--- config.mk ---
export PLATFORM = sky130hd
export DESIGN_NAME = circulant_inject_queue
export DESIGN_NICKNAME = d
export VERILOG_FILES = /design/src/rtl/circulant_pkg.sv /design/src/rtl/inject_fifo.sv /design/src/rtl/circulant_inject_queue.sv
export SDC_FILE = /design/constraint.sdc
export NUM_CORES = 1
export LEC_CHECK = 0
export CAP_MARGIN = 40
export CORE_MARGIN = 2
export CORE_UTILIZATION = 40
export DETAILED_ROUTE_END_ITERATION = 7
export GPL_ROUTABILITY_DRIVEN = 0
export GPL_TIMING_DRIVEN = 0
export PLACE_DENSITY = 0.77
export SETUP_SLACK_MARGIN = 0.3
export SLEW_MARGIN = 20
export SYNTH_ARGS = -nofsm -noshare
export SYNTH_HDL_FRONTEND = slang
export SYNTH_SLANG_ARGS = --single-unit
--- constraint.sdc ---
create_clock -name clk -period 4.3 [get_ports clk]
set_input_delay 0.86 -clock clk [delete_from_list [all_inputs] [get_ports clk]]
set_output_delay 0.86 -clock clk [all_outputs]
set_load 0.03 [all_outputs]
--- src/rtl/circulant_pkg.sv ---
// Shared definitions for the C(16; 2, 3) circulant router and the blocks
// that feed it.
//   K          - width of a router/node number
//   N2         - packet width (valid bit + payload)
//   NODE_COUNT - number of routers in the circulant
//   VALID_BIT  - index of the packet valid bit
//   build_packet()    - forms {1, zeros, dest}
//   dest_is_invalid() - true for out-of-range or self-addressed destinations
//   inj_state_e       - injection FSM states
package circulant_pkg;

    localparam int K          = 5;
    localparam int N2         = 11;
    localparam int NODE_COUNT = 16;
    localparam int VALID_BIT  = N2 - 1;

    // NODE_COUNT as a K+1 bit vector so range checks compare like with like
    localparam logic [K:0] NODE_COUNT_W = (K + 1)'(NODE_COUNT);

    typedef enum logic [1:0] {
        ST_IDLE = 2'd0,
        ST_SEND = 2'd1,
        ST_GAP  = 2'd2
    } inj_state_e;

    function automatic logic [N2-1:0] build_packet(input logic [K-1:0] dest);
        build_packet = {1'b1, {(N2 - 1 - K){1'b0}}, dest};
    endfunction

    function automatic logic dest_is_invalid(input logic [K-1:0] dest,
                                             input logic [K-1:0] self_name);
        dest_is_invalid = ({1'b0, dest} >= NODE_COUNT_W) || (dest == self_name);
    endfunction

endpackage

--- src/rtl/inject_fifo.sv ---
// Small synchronous FIFO with an explicit occupancy count.
//   clk, rst_n   - clock, asynchronous active-low reset
//   push, push_data - write one entry (caller guarantees not full)
//   pop          - discard the head entry (caller guarantees not empty)
//   head         - current head entry, valid whenever empty = 0
//   count        - occupancy, 0..DEPTH
//   empty, full  - decoded from the registered count
module inject_fifo #(
    parameter int WIDTH = 5,
    parameter int DEPTH = 4
) (
    input  logic                   clk,
    input  logic                   rst_n,
    input  logic                   push,
    input  logic [WIDTH-1:0]       push_data,
    input  logic                   pop,
    output logic [WIDTH-1:0]       head,
    output logic [$clog2(DEPTH):0] count,
    output logic                   empty,
    output logic                   full
);

    localparam int AW = $clog2(DEPTH);
    localparam int CW = AW + 1;

    logic [WIDTH-1:0] mem [DEPTH];
    logic [AW-1:0]    wr_ptr_reg;
    logic [AW-1:0]    rd_ptr_reg;
    logic [CW-1:0]    count_reg;

    // Storage carries no reset; only pointers and count define contents.
    always_ff @(posedge clk) begin
        if (push) begin
            mem[wr_ptr_reg] <= push_data;
        end
    end

    // Pointers wrap naturally because DEPTH is a power of two.
    always_ff @(posedge clk or negedge rst_n) begin
        if (!rst_n) begin
            wr_ptr_reg <= '0;
            rd_ptr_reg <= '0;
            count_reg  <= '0;
        end else begin
            if (push) begin
                wr_ptr_reg <= wr_ptr_reg + 1'b1;
            end
            if (pop) begin
                rd_ptr_reg <= rd_ptr_reg + 1'b1;
            end
            case ({push, pop})
                2'b10:   count_reg <= count_reg + 1'b1;
                2'b01:   count_reg <= count_reg - 1'b1;
                default: count_reg <= count_reg;
            endcase
        end
    end

    assign head  = mem[rd_ptr_reg];
    assign count = count_reg;
    assign empty = (count_reg == '0);
    assign full  = (count_reg == CW'(DEPTH));

endmodule

--- src/rtl/circulant_inject_queue.sv ---
// Injection stage between an IP core and the in_free port of a circulant
// router. Requests are queued, filtered against the local router number,
// and injected as single-cycle packets only while all four inbound links
// are idle. A transit packet arriving during the send cycle is flagged.
//   clk, rst_n          - clock, asynchronous active-low reset
//   router_name         - number of the attached router (static)
//   req_valid/req_dest  - request from IP core; req_ready = queue not full
//   link_r1R..link_r2L  - copies of the router's link inputs (monitor only)
//   out_free            - registered packet to router in_free
//   reject              - 1-cycle pulse: request discarded
//   collision           - 1-cycle pulse: injection overlapped a transit packet
//   fifo_count          - queue occupancy
module circulant_inject_queue
    import circulant_pkg::*;
#(
    parameter int DEPTH   = 4,
    parameter int HOLDOFF = 1
) (
    input  logic                   clk,
    input  logic                   rst_n,
    input  logic [K-1:0]           router_name,
    input  logic                   req_valid,
    input  logic [K-1:0]           req_dest,
    output logic                   req_ready,
    input  logic [N2-1:0]          link_r1R,
    input  logic [N2-1:0]          link_r2R,
    input  logic [N2-1:0]          link_r1L,
    input  logic [N2-1:0]          link_r2L,
    output logic [N2-1:0]          out_free,
    output logic                   reject,
    output logic                   collision,
    output logic [$clog2(DEPTH):0] fifo_count
);

    localparam int GCW = (HOLDOFF > 1) ? $clog2(HOLDOFF) : 1;
    localparam logic [GCW-1:0] GAP_LOAD = (HOLDOFF > 1) ? GCW'(HOLDOFF - 1) : '0;

    // Link monitor: only the valid bits matter.
    logic [N2-1:0] links [4];
    logic [3:0]    link_valid;
    logic          links_idle;
    logic          unused_link_payload;

    assign links[0] = link_r1R;
    assign links[1] = link_r2R;
    assign links[2] = link_r1L;
    assign links[3] = link_r2L;

    generate
        for (genvar gi = 0; gi < 4; gi++) begin : g_link_valid
            assign link_valid[gi] = links[gi][VALID_BIT];
        end
    endgenerate

    assign links_idle = ~|link_valid;
    assign unused_link_payload = ^{link_r1R[N2-2:0], link_r2R[N2-2:0],
                                   link_r1L[N2-2:0], link_r2L[N2-2:0]};

    // Request acceptance and filtering
    logic          fifo_full;
    logic          fifo_empty;
    logic [K-1:0]  fifo_head;
    logic          accept;
    logic          dest_bad;
    logic          push;
    logic          pop;

    assign req_ready = ~fifo_full;
    assign accept    = req_valid && req_ready;
    assign dest_bad  = dest_is_invalid(req_dest, router_name);
    assign push      = accept && !dest_bad;

    inject_fifo #(
        .WIDTH (K),
        .DEPTH (DEPTH)
    ) u_fifo (
        .clk       (clk),
        .rst_n     (rst_n),
        .push      (push),
        .push_data (req_dest),
        .pop       (pop),
        .head      (fifo_head),
        .count     (fifo_count),
        .empty     (fifo_empty),
        .full      (fifo_full)
    );

    // Injection FSM
    inj_state_e     state_reg, state_next;
    logic [N2-1:0]  out_free_reg, out_free_next;
    logic [GCW-1:0] gap_reg, gap_next;
    logic           collision_reg, collision_next;
    logic           reject_reg;

    always_ff @(posedge clk or negedge rst_n) begin
        if (!rst_n) begin
            state_reg     <= ST_IDLE;
            out_free_reg  <= '0;
            gap_reg       <= '0;
            collision_reg <= 1'b0;
            reject_reg    <= 1'b0;
        end else begin
            state_reg     <= state_next;
            out_free_reg  <= out_free_next;
            gap_reg       <= gap_next;
            collision_reg <= collision_next;
            reject_reg    <= accept && dest_bad;
        end
    end

    always_comb begin
        state_next     = state_reg;
        out_free_next  = out_free_reg;
        gap_next       = gap_reg;
        collision_next = 1'b0;
        pop            = 1'b0;
        case (state_reg)
            ST_IDLE: begin
                if (!fifo_empty && links_idle) begin
                    out_free_next = build_packet(fifo_head);
                    pop           = 1'b1;
                    state_next    = ST_SEND;
                end
            end
            ST_SEND: begin
                // The router favours in_free, so any transit packet seen now
                // is lost; report it and carry on without retrying.
                collision_next = ~links_idle;
                out_free_next  = '0;
                if (HOLDOFF > 0) begin
                    gap_next   = GAP_LOAD;
                    state_next = ST_GAP;
                end else begin
                    state_next = ST_IDLE;
                end
            end
            ST_GAP: begin
                if (gap_reg == '0) begin
                    state_next = ST_IDLE;
                end else begin
                    gap_next = gap_reg - 1'b1;
                end
            end
            default: begin
                state_next    = ST_IDLE;
                out_free_next = '0;
            end
        endcase
    end

    assign out_free  = out_free_reg;
    assign reject    = reject_reg;
    assign collision = collision_reg;

endmodule

==> results of run 1 <==
-- tightest hold or removal path, stage by stage, from the launching register on --
cell	delay [ns]
dfrtp_1	0.34
nor2_1	0.05
nor2_1	0.07
-- placed cells by master, fill, tap and decap left out, drive strengths merged, types with 6 or more instances in the layout --
cell           count
dfrtp             17
xor2               7
inv                6
clkbuf             9
buf                7
mux2i              6
clkdlybuf4s50     28
edfxtp            20
nor2              10
-- routing by layer --
metal	track usage, %	routed length [um]
met5	0	0
met4	6.75	53
met3	4.93	135
met2	25.7	1610
met1	15.2	1110
-- stage by stage --
| step | worst slack [ns] | cell area [um^2] | power (mW) |
|---|---|---|---|
| final | 1.23 | 2100 | 1.20 |
| after global routing | 1.07 | 2100 | 1.27 |
| after CTS | 1.24 | 2100 | 1.22 |
| after detailed placement | 0.946 | 2010 | 0.970 |
| after global placement | 0.986 | 2010 | 0.938 |
| after floorplan | 1.50 | 1670 | 0.803 |
-- layout make-up --
type                       count  area [um^2]
clock buffer                   8         90.1
tap                           50         62.6
timing repair buffer          28          280
buffer                         8         65.1
sequential                    37         1030
multi-input combinational     60          552
inverter                       6         22.5
fill                         345         1870
-- final timing paths --
path                       slack [ns]              end             from
min reg2reg                      0.50     out_free[10]     out_free[10]
max in group asynchronous        2.79      out_free[4]            rst_n
min in group asynchronous        1.02           reject            rst_n
max reg2reg                      2.03  u_fifo.count[2]  u_fifo.count[0]
min                              0.50     out_free[10]     out_free[10]
max                              1.23  u_fifo.count[2]     link_r2R[10]
-- cells by family after synthesis --
kind of cell	count (synthesis)	share of synthesized area [%]
AOI/OAI and AO/OA	2	1.06
xor gates and xnor gates	10	5.31
adders and majority gates	6	5.00
buffers and inverters	14	5.31
DFF	37	62.2
muxes	12	11.1
other	1	0.227
and+or+nand+nor	25	9.78
-- report_power, final --
group	total, mW	switching, mW	internal, mW
registers	0.505	0.0497	0.455
clock network	0.246	0.115	0.131
logic	0.452	0.243	0.209
==> summary.txt, run 1 <==
Outcome
  • Status: finished clean

Cells and area
  • Layout net count: 209
  • Ant. Diodes: 0
  • Fin util: 52.8%
  • Max reg flops: 20
  • Synthesis-to-layout area growth: 27.1%
  • Share of layout cells above drive strength 1: 17.0%
  • Finished Layout Cells: 197

Clock tree
  • H-tree depth: 2
  • # hold bufs at CTS: 0
  • Clock root buffer: clkbuf_8
  • Postcts setup bufs: 0
  • Cts repair resizes: 0
  • Clk_lat worst skew: just under 0.3 ns
  • CTS Buf Count: 5
  • Clock sinks: 37
  • CTS Buffer Depth: 2
  • TritonCTS clock tree: done
  • CTS clk-pin slew, worst paths: 0.07 ns

Power
  • Leak: 0.832 nW
  • VDD IR-drop max: 0.282 mV
  • P per Cell Area: 573 nW/um^2

Synthesis
  • Most frequent cell after synthesis: edfxtp_1
  • Yosys top cell by area: edfxtp_1
  • Synth cell types: 28
  • Synthesized cell area: roughly 1700 um^2
  • Synth Warn #: 0
  • Register area share after synthesis: 62.2%
  • Post-synth ARST share: 45.9%
  • Post-Syn Instances: 107
  • Synth top area cells: edfxtp_1 (36%), dfrtp_1 (26%), mux4_2 (6.8%)
  • Top cells by count, synth: edfxtp_1 (20), dfrtp_1 (17), nor2_1 (10)
  • Predominant post-synthesis flop cell: edfxtp_1
  • Top-area cell type share of the netlist area: 36.4%
  • EDFF count, synth: 20
  • Yosys reg bits: 37
  • Syn avg cell area: 15.4 um^2

Worst setup path
  • CP max FO: 4
  • Levels on crit path: 9
  • Crit-path max cell delay: slightly below 0.6 ns
  • Startpoint Class: primary input
  • Slowest CP cell: or4_4
  • Worst Path Required: 4.52 ns
  • CP Buf/Inv Count: 2
  • Most frequent CP cell: xor2_1
  • Worst Setup End Kind: flop
  • CP Cell Sequence: clkdlybuf4s50_1 > or4_4 > nor4_4 > ha_1 > inv_1 > fa_1 > xor2_1 > nor2_1 > xor2_1
  • Crit path DAT: 3.28 ns
  • R2r worst-path depth: 10
  • Crit path max-delay family: simple AND/OR/NAND/NOR gates
  • WS Path Type: primary input to flop

Routing
  • DRT iter0 DRCs: 33
  • Post-route ant nets: 0
  • DR pass1 iterations: 4
  • Via density: 4.68
  • Routed WL: 2.91 mm
  • Wire length per cell: 14.8 um
  • DRC viols: 0
  • Via Count: 921

STA
  • Fin crit period: 3.07 ns
  • Setup_tns: 0 ns
  • Max Clock Skew: 0.00755 ns
  • RSZ-0062 raised after global routing: no
  • Final period util: 71.3%
  • Slew HR: 48.6%
  • Final hold slack: 0.499 ns
  • Count of final hold-check violations: 0
  • Slew Limit Fails: 0
  • Slew @ Worst Pin: between 0.7 and 0.8 ns
  • FMAX: about 330 MHz
  • Final setup viols: 0

Die
  • Ports: 74
  • Rows: 23
  • Chip Width: 68.2 um
  • Core Area: about 4000 um^2
  • Die height: between 60 and 70 um
  • Die area: 4660 um^2
  • Initial Util: 41.6%

Worst hold path
  • Hold Path Stages: 2
  • Worst hold path type: flop to flop

Global route
  • Initial antenna violation count: 0
  • First-pass GRT wire length: 4.46 mm
  • Pin count of the biggest net entering global routing: 18
  • Vias in the first global route: 931
  • Grt ovf: 0
  • Total GRT Usage: 14.5%

Place
  • Post-Place Cells: 189
  • IO Port Bufs: 28
  • Placed wire-length estimate: 2.18 mm

Job
  • Max capacitance violation total: 0
(Power assumes the default switching activity.)
==> inputs of run 2 (changes only) <==
CORE_UTILIZATION = 37   (was 40)
PLACE_DENSITY = 0.75   (was 0.77)
clock period = 2.7 ns   (was 4.3 ns; I/O delays follow)
==> run 2 against run 1 <==
Net effect: design area grew 4.4%; clock skew shrank 0.0039 ns; count of clock-buffer cells in the layout shrank 3; flip-flop and latch count is the same; worst setup slack lost 0.80 ns; global-route usage shrank 1.6 points; highest routed layer unchanged.
==> summary.txt, run 2 (same netlist as run 1, synthesis figures left out) <==
Outcome
  • Status: finished clean

Clock tree
  • Clock root buffer: clkbuf_8
  • Clock sinks: 37
  • CTS Buffer Depth: 2
  • H-tree depth: 2
  • CTS clk-pin slew, worst paths: 0.07 ns
  • TritonCTS clock tree: done
  • CTS Buf Count: 5
  • Clk_lat worst skew: between 0.2 and 0.3 ns

Global route
  • Pin count of the biggest net entering global routing: 18
  • Total GRT Usage: approximately an eighth
  • Initial antenna violation count: 0
  • Grt ovf: 0
  • Vias in the first global route: slightly above 1,000
  • First-pass GRT wire length: 4.81 mm

Routing
  • Routed WL: approximately 2.9 mm
  • Via density: 4.71
  • DRT iter0 DRCs: 45
  • DRC viols: 0
  • DR pass1 iterations: 4
  • Via Count: 975
  • Wire length per cell: 14.1 um
  • Top Metal Used: met4
  • Post-route ant nets: 0
  • Metal-1 WL: around 1.2 mm
  • WL met2: 1.53 mm
  • Met3 WL: 183 um

Worst setup path
  • Worst Path Required: 2.91 ns
  • FF-to-FF Start: u_fifo.count[1]
  • Startpoint Class: primary input
  • CP max FO: 2
  • RR Endpoint: u_fifo.count[2]
  • Crit path DAT: 2.48 ns
  • Most frequent CP cell: xor2_1
  • WS Path Type: primary input to flop
  • R2r worst-path depth: 10
  • Worst R2R Setup Slack: 0.58 ns
  • CP Cell Sequence: buf_6 > or4_4 > nor4_4 > ha_4 > inv_2 > fa_2 > xor2_1 > nor2_1 > xor2_1
  • Worst Setup End Kind: flop
  • Crit path max-delay family: simple AND/OR/NAND/NOR gates
  • Slowest CP cell: or4_4
  • CP Buf/Inv Count: 2
  • Critical Path Source: link_r1L[10]
  • Crit-path max cell delay: 0.54 ns

STA
  • Count of final hold-check violations: 0
  • Final period util: a little over four fifths
  • Max Clock Skew: 0.00365 ns
  • Slew Limit Fails: 0
  • Fin crit period: ~2.3 ns
  • Setup ws final: about 0.43 ns
  • RSZ-0062 raised after global routing: no
  • Final setup viols: 0
  • FMAX: 441 MHz

Power
  • Leak: roughly 0.91 nW
  • VDD IR-drop max: 0.610 mV
  • P per Cell Area: 868 nW/um^2
  • Total power: 1.90 mW

Die
  • Die area: around 5000 um^2
  • Core Area: between 4000 and 5000 um^2
  • Rows: 24
  • Chip Width: 70.8 um
  • Die height: 70.8 um
  • Ports: 74
  • Initial Util: 38.2%

Place
  • Placed wire-length estimate: 2.21 mm
  • Post-DP Area: 2010 um^2
  • IO Port Bufs: 28
  • Placement Setup Slack: -0.413 ns

Cells and area
  • Share of layout cells above drive strength 1: 27.1%
  • Commonest non-fill, non-tap cell in the layout: edfxtp_1
  • Max reg flops: 20
  • Layout net count: 217
  • Fin area: roughly 2200 um^2
  • Most frequent cells in the layout: edfxtp_1 (20), dfrtp_1 (17), clkdlybuf4s50_1 (17)
  • Ant. Diodes: 0
  • Synthesis-to-layout area growth: 32.8%
  • Fin util: between 50% and 60%

Worst hold path
  • Worst hold path type: primary input to async pin

Job
  • Max capacitance violation total: 0
[run 2: cell count changes in the layout (fill, tap and decap cells not counted), moves of 2 or more]
cell / previous run / this run
dlymetal6s2s_1: 0 / 3
buf_2: 0 / 2
clkbuf_1: 2 / 0
clkdlybuf4s50_1: 28 / 17
dlygate4sd2_1: 0 / 4
buf_4: 5 / 12
clkinv_1: 0 / 2
[run 2: metrics by stage]
step	TNS (ns)	std cells	hold slack [ns]
floorplan	0	111	0.244
global placement	-0.383	191	0.478
detailed placement	-0.633	191	0.495
CTS	0	205	0.510
global route	0	207	0.418
finish	0	207	0.425
[run 2: area by class of cell]
class | instances | area (um^2)
clock inverters | 3 | 12.5
multi-input cells | 60 | 589
inverters | 6 | 22.5
well taps | 52 | 65.1
plain buffers | 8 | 65.1
fillers | 388 | 2130
repair buffers | 36 | 342
clock buffers | 5 | 68.8
flip-flops and latches | 37 | 1030
[run 2: worst max path at each step]
stage | end | slack (ns) | depth (start not counted)
floorplan | u_fifo.count[2] | 0.22 | 8
global placement | u_fifo.count[2] | -0.28 | 9
detailed placement | u_fifo.count[2] | -0.41 | 11
CTS | u_fifo.count[2] | 0.25 | 9
global route | u_fifo.count[2] | 0.31 | 12
finish | u_fifo.count[2] | 0.43 | 9
[run 2: report_power, final]
| part | switching [mW] | internal [mW] | total [mW] |
|---|---|---|---|
| registers | 0.0799 | 0.724 | 0.804 |
| clock network | 0.185 | 0.174 | 0.359 |
| logic | 0.392 | 0.347 | 0.738 |
[run 2: routing by layer]
layer  global-route usage [%]  vias to the layer above
met3                     5.41                        8
li1                         -                      455
met5                        0                        -
met4                     3.56                        0
met1                     14.9                      475
met2                     21.8                       37
[run 2: worst reg2reg max path, stage by stage (launching register included)]
cell      delay [ns]
dfrtp_1         0.42
or3b_1          0.40
nand2_1         0.15
a211oi_4        0.06
inv_2           0.08
ha_4            0.14
inv_2           0.04
fa_2            0.33
xor2_1          0.15
nor2_1          0.11
xor2_1          0.16
[run 2: repair_timing]
item | CTS | global route
pin swaps | 8 | 7
hold buffers | 0 | 0
gates resized for setup | 22 | 5
buffers inserted | 6 | 1
endpoints found under the setup margin | 2 | 1
gates cloned | 0 | 0
